File: config.mk
export PLATFORM = sky130hd
export DESIGN_NAME = pipe_skid_stage_flat
export DESIGN_NICKNAME = d
export VERILOG_FILES = /design/src/rtl/pipe_skid_stage_if.sv /design/src/rtl/pipe_skid_stage.sv /design/src/flat_wrapper.sv
export SDC_FILE = /design/constraint.sdc
export NUM_CORES = 1
export LEC_CHECK = 0
export ABC_AREA = 0
export ABC_CLOCK_PERIOD_IN_PS = 2300
export CAP_MARGIN = 25
export CORE_AREA = 2 2 102 104
export CTS_CLUSTER_DIAMETER = 40
export DETAILED_ROUTE_END_ITERATION = 10
export DIE_AREA = 0 0 104 106
export PLACE_DENSITY_LB_ADDON = 0.05
export SETUP_SLACK_MARGIN = 0.3
export SLEW_MARGIN = 15
export SYNTH_ARGS = -nofsm -noshare
export SYNTH_HDL_FRONTEND = slang
export SYNTH_SLANG_ARGS = --single-unit
File: constraint.sdc
create_clock -name clk -period 2.3 [get_ports clk]
set_input_delay 0.46 -clock clk [delete_from_list [all_inputs] [get_ports clk]]
set_output_delay 0.46 -clock clk [all_outputs]
set_load 0.02 [all_outputs]
File: src/rtl/pipe_skid_stage_if.sv
// ============================================================================
// Module   : pipe_skid_stage_if
// Purpose  : valid/ready/data handshake bundle used on both sides of the stage.
// Revision : 1.0
// ============================================================================
`default_nettype none

interface pipe_skid_stage_if #(
  parameter int DATA_W = 32
);
  logic              valid;
  logic              ready;
  logic [DATA_W-1:0] data;

  modport master (
    output valid,
    output data,
    input  ready
  );

  modport slave (
    input  valid,
    input  data,
    output ready
  );
endinterface

`default_nettype wire

File: src/rtl/pipe_skid_stage.sv
// ============================================================================
// Module   : pipe_skid_stage
// Purpose  : two-entry skid buffer with registered in_ready; optional stall
//            counter enabled by the PIPE_STALL_CNT_EN macro.
// Revision : 1.0
// ============================================================================
`default_nettype none

module pipe_skid_stage #(
  parameter int                DATA_W    = 32,
  parameter logic [DATA_W-1:0] NOP_VALUE = '0,
  parameter int                CNT_W     = 16
) (
  input  logic                    clk,
  input  logic                    rst,
  input  logic                    flush,
  pipe_skid_stage_if.slave        up,
  pipe_skid_stage_if.master       dn
`ifdef PIPE_STALL_CNT_EN
  ,
  output logic [CNT_W-1:0]        stall_cnt
`endif
);

  localparam logic [1:0] ST_EMPTY = 2'd0;
  localparam logic [1:0] ST_HALF  = 2'd1;
  localparam logic [1:0] ST_FULL  = 2'd2;

  logic [1:0]        state_q;
  logic [1:0]        state_d;
  logic [DATA_W-1:0] main_q;
  logic [DATA_W-1:0] main_d;
  logic [DATA_W-1:0] skid_q;
  logic [DATA_W-1:0] skid_d;
  logic              in_ready_q;
  logic              out_valid_q;
  logic              accept;
  logic              emit;

  assign accept = up.valid & in_ready_q;
  assign emit   = out_valid_q & dn.ready;

  always_comb begin
    state_d = state_q;
    main_d  = main_q;
    skid_d  = skid_q;
    if (flush) begin
      state_d = ST_EMPTY;
      main_d  = NOP_VALUE;
      skid_d  = NOP_VALUE;
    end else begin
      case (state_q)
        ST_EMPTY: begin
          if (accept) begin
            main_d  = up.data;
            state_d = ST_HALF;
          end
        end
        ST_HALF: begin
          if (accept && emit) begin
            main_d = up.data;
          end else if (accept) begin
            skid_d  = up.data;
            state_d = ST_FULL;
          end else if (emit) begin
            main_d  = NOP_VALUE;
            state_d = ST_EMPTY;
          end
        end
        ST_FULL: begin
          // in_ready is low here, so only the drain path can fire
          if (emit) begin
            main_d  = skid_q;
            skid_d  = NOP_VALUE;
            state_d = ST_HALF;
          end
        end
        default: begin
          state_d = ST_EMPTY;
          main_d  = NOP_VALUE;
          skid_d  = NOP_VALUE;
        end
      endcase
    end
  end

  always_ff @(posedge clk or posedge rst) begin
    if (rst) begin
      state_q     <= ST_EMPTY;
      main_q      <= NOP_VALUE;
      skid_q      <= NOP_VALUE;
      in_ready_q  <= 1'b1;
      out_valid_q <= 1'b0;
    end else begin
      state_q     <= state_d;
      main_q      <= main_d;
      skid_q      <= skid_d;
      in_ready_q  <= (state_d != ST_FULL);
      out_valid_q <= (state_d != ST_EMPTY);
    end
  end

  assign up.ready = in_ready_q;
  assign dn.valid = out_valid_q;
  assign dn.data  = out_valid_q ? main_q : NOP_VALUE;

`ifdef PIPE_STALL_CNT_EN
  logic [CNT_W-1:0] stall_q;

  // Flush deliberately leaves the count alone; only reset clears it.
  always_ff @(posedge clk or posedge rst) begin
    if (rst) begin
      stall_q <= '0;
    end else if (out_valid_q && !dn.ready && (stall_q != {CNT_W{1'b1}})) begin
      stall_q <= stall_q + 1'b1;
    end
  end

  assign stall_cnt = stall_q;
`endif

endmodule

`default_nettype wire

File: src/flat_wrapper.sv
// flat-port wrapper written by rule: the top's interface ports become plain ports
module pipe_skid_stage_flat 
#(
  parameter int                DATA_W    = 32,
  parameter logic [DATA_W-1:0] NOP_VALUE = '0,
  parameter int                CNT_W     = 16
)
  (clk, rst, flush, up_valid, up_data, up_ready, dn_valid, dn_data, dn_ready);
  pipe_skid_stage_if #(.DATA_W(DATA_W)) up_i ();
  pipe_skid_stage_if #(.DATA_W(DATA_W)) dn_i ();
  input  logic clk;
  input  logic rst;
  input  logic flush;
  input wire logic [$bits(up_i.valid)-1:0] up_valid;
  input wire logic [$bits(up_i.data)-1:0] up_data;
  output wire logic [$bits(up_i.ready)-1:0] up_ready;
  output wire logic [$bits(dn_i.valid)-1:0] dn_valid;
  output wire logic [$bits(dn_i.data)-1:0] dn_data;
  input wire logic [$bits(dn_i.ready)-1:0] dn_ready;
  assign up_i.valid = up_valid;
  assign up_i.data = up_data;
  assign up_ready = up_i.ready;
  assign dn_valid = dn_i.valid;
  assign dn_data = dn_i.data;
  assign dn_i.ready = dn_ready;
  pipe_skid_stage #(.DATA_W(DATA_W), .NOP_VALUE(NOP_VALUE), .CNT_W(CNT_W)) u_core (.clk(clk), .rst(rst), .flush(flush), .up(up_i), .dn(dn_i));
endmodule
==> load_flow_metrics.sql <==
INSERT INTO impl_metrics (metric_group, metric, value, unit) VALUES
('floorplan', 'floorplan.die.width', '104', 'um'),
('sta', 'report.final.slew_viol_count', '0', ''),
('cells_and_area', 'nNetsFinal', '426', ''),
('yosys', 'yosys_warnings', '0', ''),
('critical_path', 'timing.critical_path.slowest_cell_delay', '370', 'ps'),
('routing', 'initialDrtViolationCount', '89', ''),
('pwr', 'pwr-share-comb', '20.8', '%'),
('critical_path', 'timing.critical_path.cells', 'buf_12, and2_1, dlygate4sd2_1', ''),
('critical_path', 'worst-path-max-fanout', '36', ''),
('clock_network', 'cts_sink_count', '68', ''),
('routing', 'drc', '0', ''),
('clock_network', 'clock_insertion_delay_at_the_later_pin_of_the_skew_report', '340', 'ps'),
('floorplan', 'initial_core_util', '34.1', '%'),
('pwr', 'switching_part_of_the_total_power', '29.3', '%'),
('sta', 'setup_tns', '0', 'ps'),
('yosys', 'synth.avg_cell_area', '10.6', 'um^2'),
('placement', 'port_buffers', '70', ''),
('global_route', 'antenna_violations_before_repair', '0', ''),
('yosys', 'syn-num-nets', '359', ''),
('critical_path', 'cpMaxStageDelayCell', 'sky130_fd_sc_hd__dfrtp_1', ''),
('placement', 'place.detailed.hpwl', '4.92', 'mm'),
('critical_path', 'critPathKind', 'flip-flop to output pin', ''),
('yosys', 'postSynthCellCount', '322', ''),
('placement', 'place.detailed.instances', '514', ''),
('sta', 'timing.final.setup_violations', '0', ''),
('yosys', 'mappedNetlistArea', '3410', 'um^2'),
('pwr', 'cellInternalPower', '2.07', 'mW'),
('yosys', 'synthArstFlopShare', '100', '%'),
('global_route', 'track_usage', '16.2', '%'),
('sta', 'period_share', '82.0', '%'),
('sta', 'timing.slew.headroom', '66.0', '%'),
('routing', 'post_drt_via_cell_ratio', '4.86', ''),
('yosys', 'synth_seq_cells', '68', ''),
('routing', 'num_vias', '2573', ''),
('yosys', 'synth.distinct_cells', '28', ''),
('pwr', 'ir_worst_vdd', '0.000250', 'V'),
('floorplan', 'fp.dieH', '106', 'um'),
('global_route', 'grt_max_degree', '69', ''),
('floorplan', 'floorplan.core_area', '10000', 'um^2'),
('sta', 'rsz_0062_raised_after_global_routing', 'no', ''),
('floorplan', 'placement_rows', '37', ''),
('cells_and_area', 'flow.area_growth_from_synthesis', '30.8', '%'),
('floorplan', 'floorplan.die_area', '11000', 'um^2'),
('routing', 'detail_route.wl_per_cell', '16.3', 'um'),
('pwr', 'power.share.clock', '33.3', '%'),
('min_path', 'holdCritPathClass', 'flip-flop to flip-flop', ''),
('clock_network', 'root_buffer', 'sky130_fd_sc_hd__clkbuf_8', ''),
('cells_and_area', 'antenna_cells', '0', ''),
('yosys', 'synth.yosys.seq_area_share', '50.0', '%'),
('pwr', 'power.density', '658', 'nW/um^2'),
('pwr', 'p_leak', '2.11', 'nW'),
('global_route', 'global_route_wire_length_before_repair', '14.0', 'mm'),
('job', 'max_cap_violations', '0', ''),
('routing', 'detail-route-antenna-nets', '0', ''),
('routing', 'postRouteWirelength', '8.63', 'mm'),
('yosys', 'count_of_flip_flops_with_a_built_in_enable_after_synthesis', '0', ''),
('run_status', 'run_status', 'complete, no violations', ''),
('cells_and_area', 'layout.cells.non_filler', '529', ''),
('global_route', 'gr-total-overflow', '0', ''),
('clock_network', 'h_tree_lvl_count', '3', ''),
('sta', 'clock_skew', '8.74', 'ps'),
('sta', 'final.min_clock_period', '1890', 'ps'),
('clock_network', 'cts_tree', 'done', ''),
('sta', 'hold_viol_final', '0', ''),
('clock_network', 'cts_max_path_buffers', '2', ''),
('sta', 'tightestPinTransition', '510', 'ps'),
('pwr', 'netSwitchingPower', '0.860', 'mW'),
('floorplan', 'io-pin-count', '71', ''),
('critical_path', 'critPathArrivalTime', '1430', 'ps'),
('global_route', 'first_global_vias', '2647', ''),
('pwr', 'power.sequential.fraction', '45.9', '%'),
('yosys', 'postSynth.topFlopCell', 'sky130_fd_sc_hd__dfrtp_1', ''),
('critical_path', 'cp-start-kind', 'flip-flop', ''),
('sta', 'clock.fmax', '530', 'MHz'),
('routing', 'drt_first_pass_iters', '4', ''),
('cells_and_area', 'drive_above_1_share', '9.41', '%'),
('sta', 'holdWs', '480', 'ps'),
('clock_network', 'clk_pin_slew_worst_paths', '80', 'ps'),
('clock_network', 'cts_made_buffers', '9', ''),
('placement', 'gp_congestion', '0.843', ''),
('critical_path', 'worstPathRequired', '1840', 'ps'),
('critical_path', 'cp-end-kind', 'output pin', '');
state kept, by name (all words and copies together), names as in the netlist:
register         count
u_core.dn.valid      1
u_core.main_q       32
u_core.skid_q       32
u_core.state_q       2
u_core.up.ready      1
worst max-delay path: cells and delay by family (launching register included):
family,cells,cell delay [ps]
simple gates,1,170
buf+inv,2,530
flops,1,370
power groups by stage:
stage,Clock [mW],Combinational (mW),Sequential (mW)
global placement,0,0.636,1.37
global route,1.06,0.670,1.36
finish,0.977,0.610,1.35
floorplan,0,0.388,1.35
detailed placement,0,0.638,1.37
CTS,1.02,0.623,1.34
routing by layer:
layer / GRT usage [%] / wire [um]
met1: 22.0 / 4080
met2: 26.2 / 4100
met3: 2.70 / 331
met4: 6.08 / 115
met5: 0 / 0
cell usage after synthesis, drive strengths merged, types with 3 or more instances:
cell     number  area (um^2)
and2         33          206
a21oi         8         51.3
buf          19          153
nor2          7         26.3
o2bb2ai      32          305
dfrtp        67         1680
a21o          3         22.5
nand2        37          141
a22oi        28          210
mux2i        36          360
clkbuf        5         18.8
nor2b         3         18.8
inv          34          128
repair_timing:
| action | CTS | global route |
|---|---|---|
| hold buffers | 0 | 0 |
| resized for setup | 34 | 0 |
| endpoints found under the setup margin | 34 | 0 |
| setup buffers | 0 | 0 |
final cells by class:
type                            instances  area (um^2)
Clock buffer                           10          138
Clock inverter                          5         52.6
Tap cell                              136          170
Inverter                               34          131
Multi-Input combinational cell        196         1440
Fill cell                            1007         5540
Sequential cell                        68         1700
Timing Repair Buffer                   80          821
logic make-up after synthesis:
kind of cell | synth area share (%)
mux | 10.6
flops | 50.0
buf+inv | 8.78
simple gates | 12.3
compound gates | 18.4
path summary, 6_finish.rpt:
path	from	end	slack, ps	cells past startpoint
max	u_core.dn.valid	dn_data[20]	410	3
min	u_core.main_q[11]	u_core.main_q[11]	480	1
max reg2reg	u_core.state_q[0]	u_core.main_q[26]	540	5
min reg2reg	u_core.main_q[11]	u_core.main_q[11]	480	1
max in group asynchronous	rst	u_core.skid_q[25]	1420	3
min in group asynchronous	rst	u_core.state_q[1]	540	3
through the flow:
| stage | instance area [um^2] | setup slack (ps) | utilization (%) | total power [mW] |
|---|---|---|---|---|
| after floorplan | 3410 | 818 | - | 1.74 |
| after global placement | 4310 | 286 | 43.1 | 2.00 |
| after detailed placement | 4310 | 273 | 43.1 | 2.01 |
| after CTS | 4460 | 361 | 44.6 | 2.99 |
| after global routing | 4460 | 344 | 44.6 | 3.09 |
| final | 4460 | 413 | 44.6 | 2.93 |
cells in the final DEF, fill, tap and decap left out, types with 4 or more instances in the layout:
| cell type | instances |
|---|---|
| sky130_fd_sc_hd__a21oi_1 | 6 |
| sky130_fd_sc_hd__a22oi_1 | 28 |
| sky130_fd_sc_hd__and2_1 | 33 |
| sky130_fd_sc_hd__buf_12 | 7 |
| sky130_fd_sc_hd__clkbuf_8 | 10 |
| sky130_fd_sc_hd__clkdlybuf4s50_1 | 36 |
| sky130_fd_sc_hd__dfrtp_1 | 67 |
| sky130_fd_sc_hd__dlygate4sd2_1 | 34 |
| sky130_fd_sc_hd__inv_1 | 33 |
| sky130_fd_sc_hd__mux2i_1 | 36 |
| sky130_fd_sc_hd__nand2_1 | 36 |
| sky130_fd_sc_hd__nor2_1 | 7 |
| sky130_fd_sc_hd__o2bb2ai_1 | 28 |
| sky130_fd_sc_hd__o2bb2ai_2 | 4 |
Power figures use the tool's default switching activity.
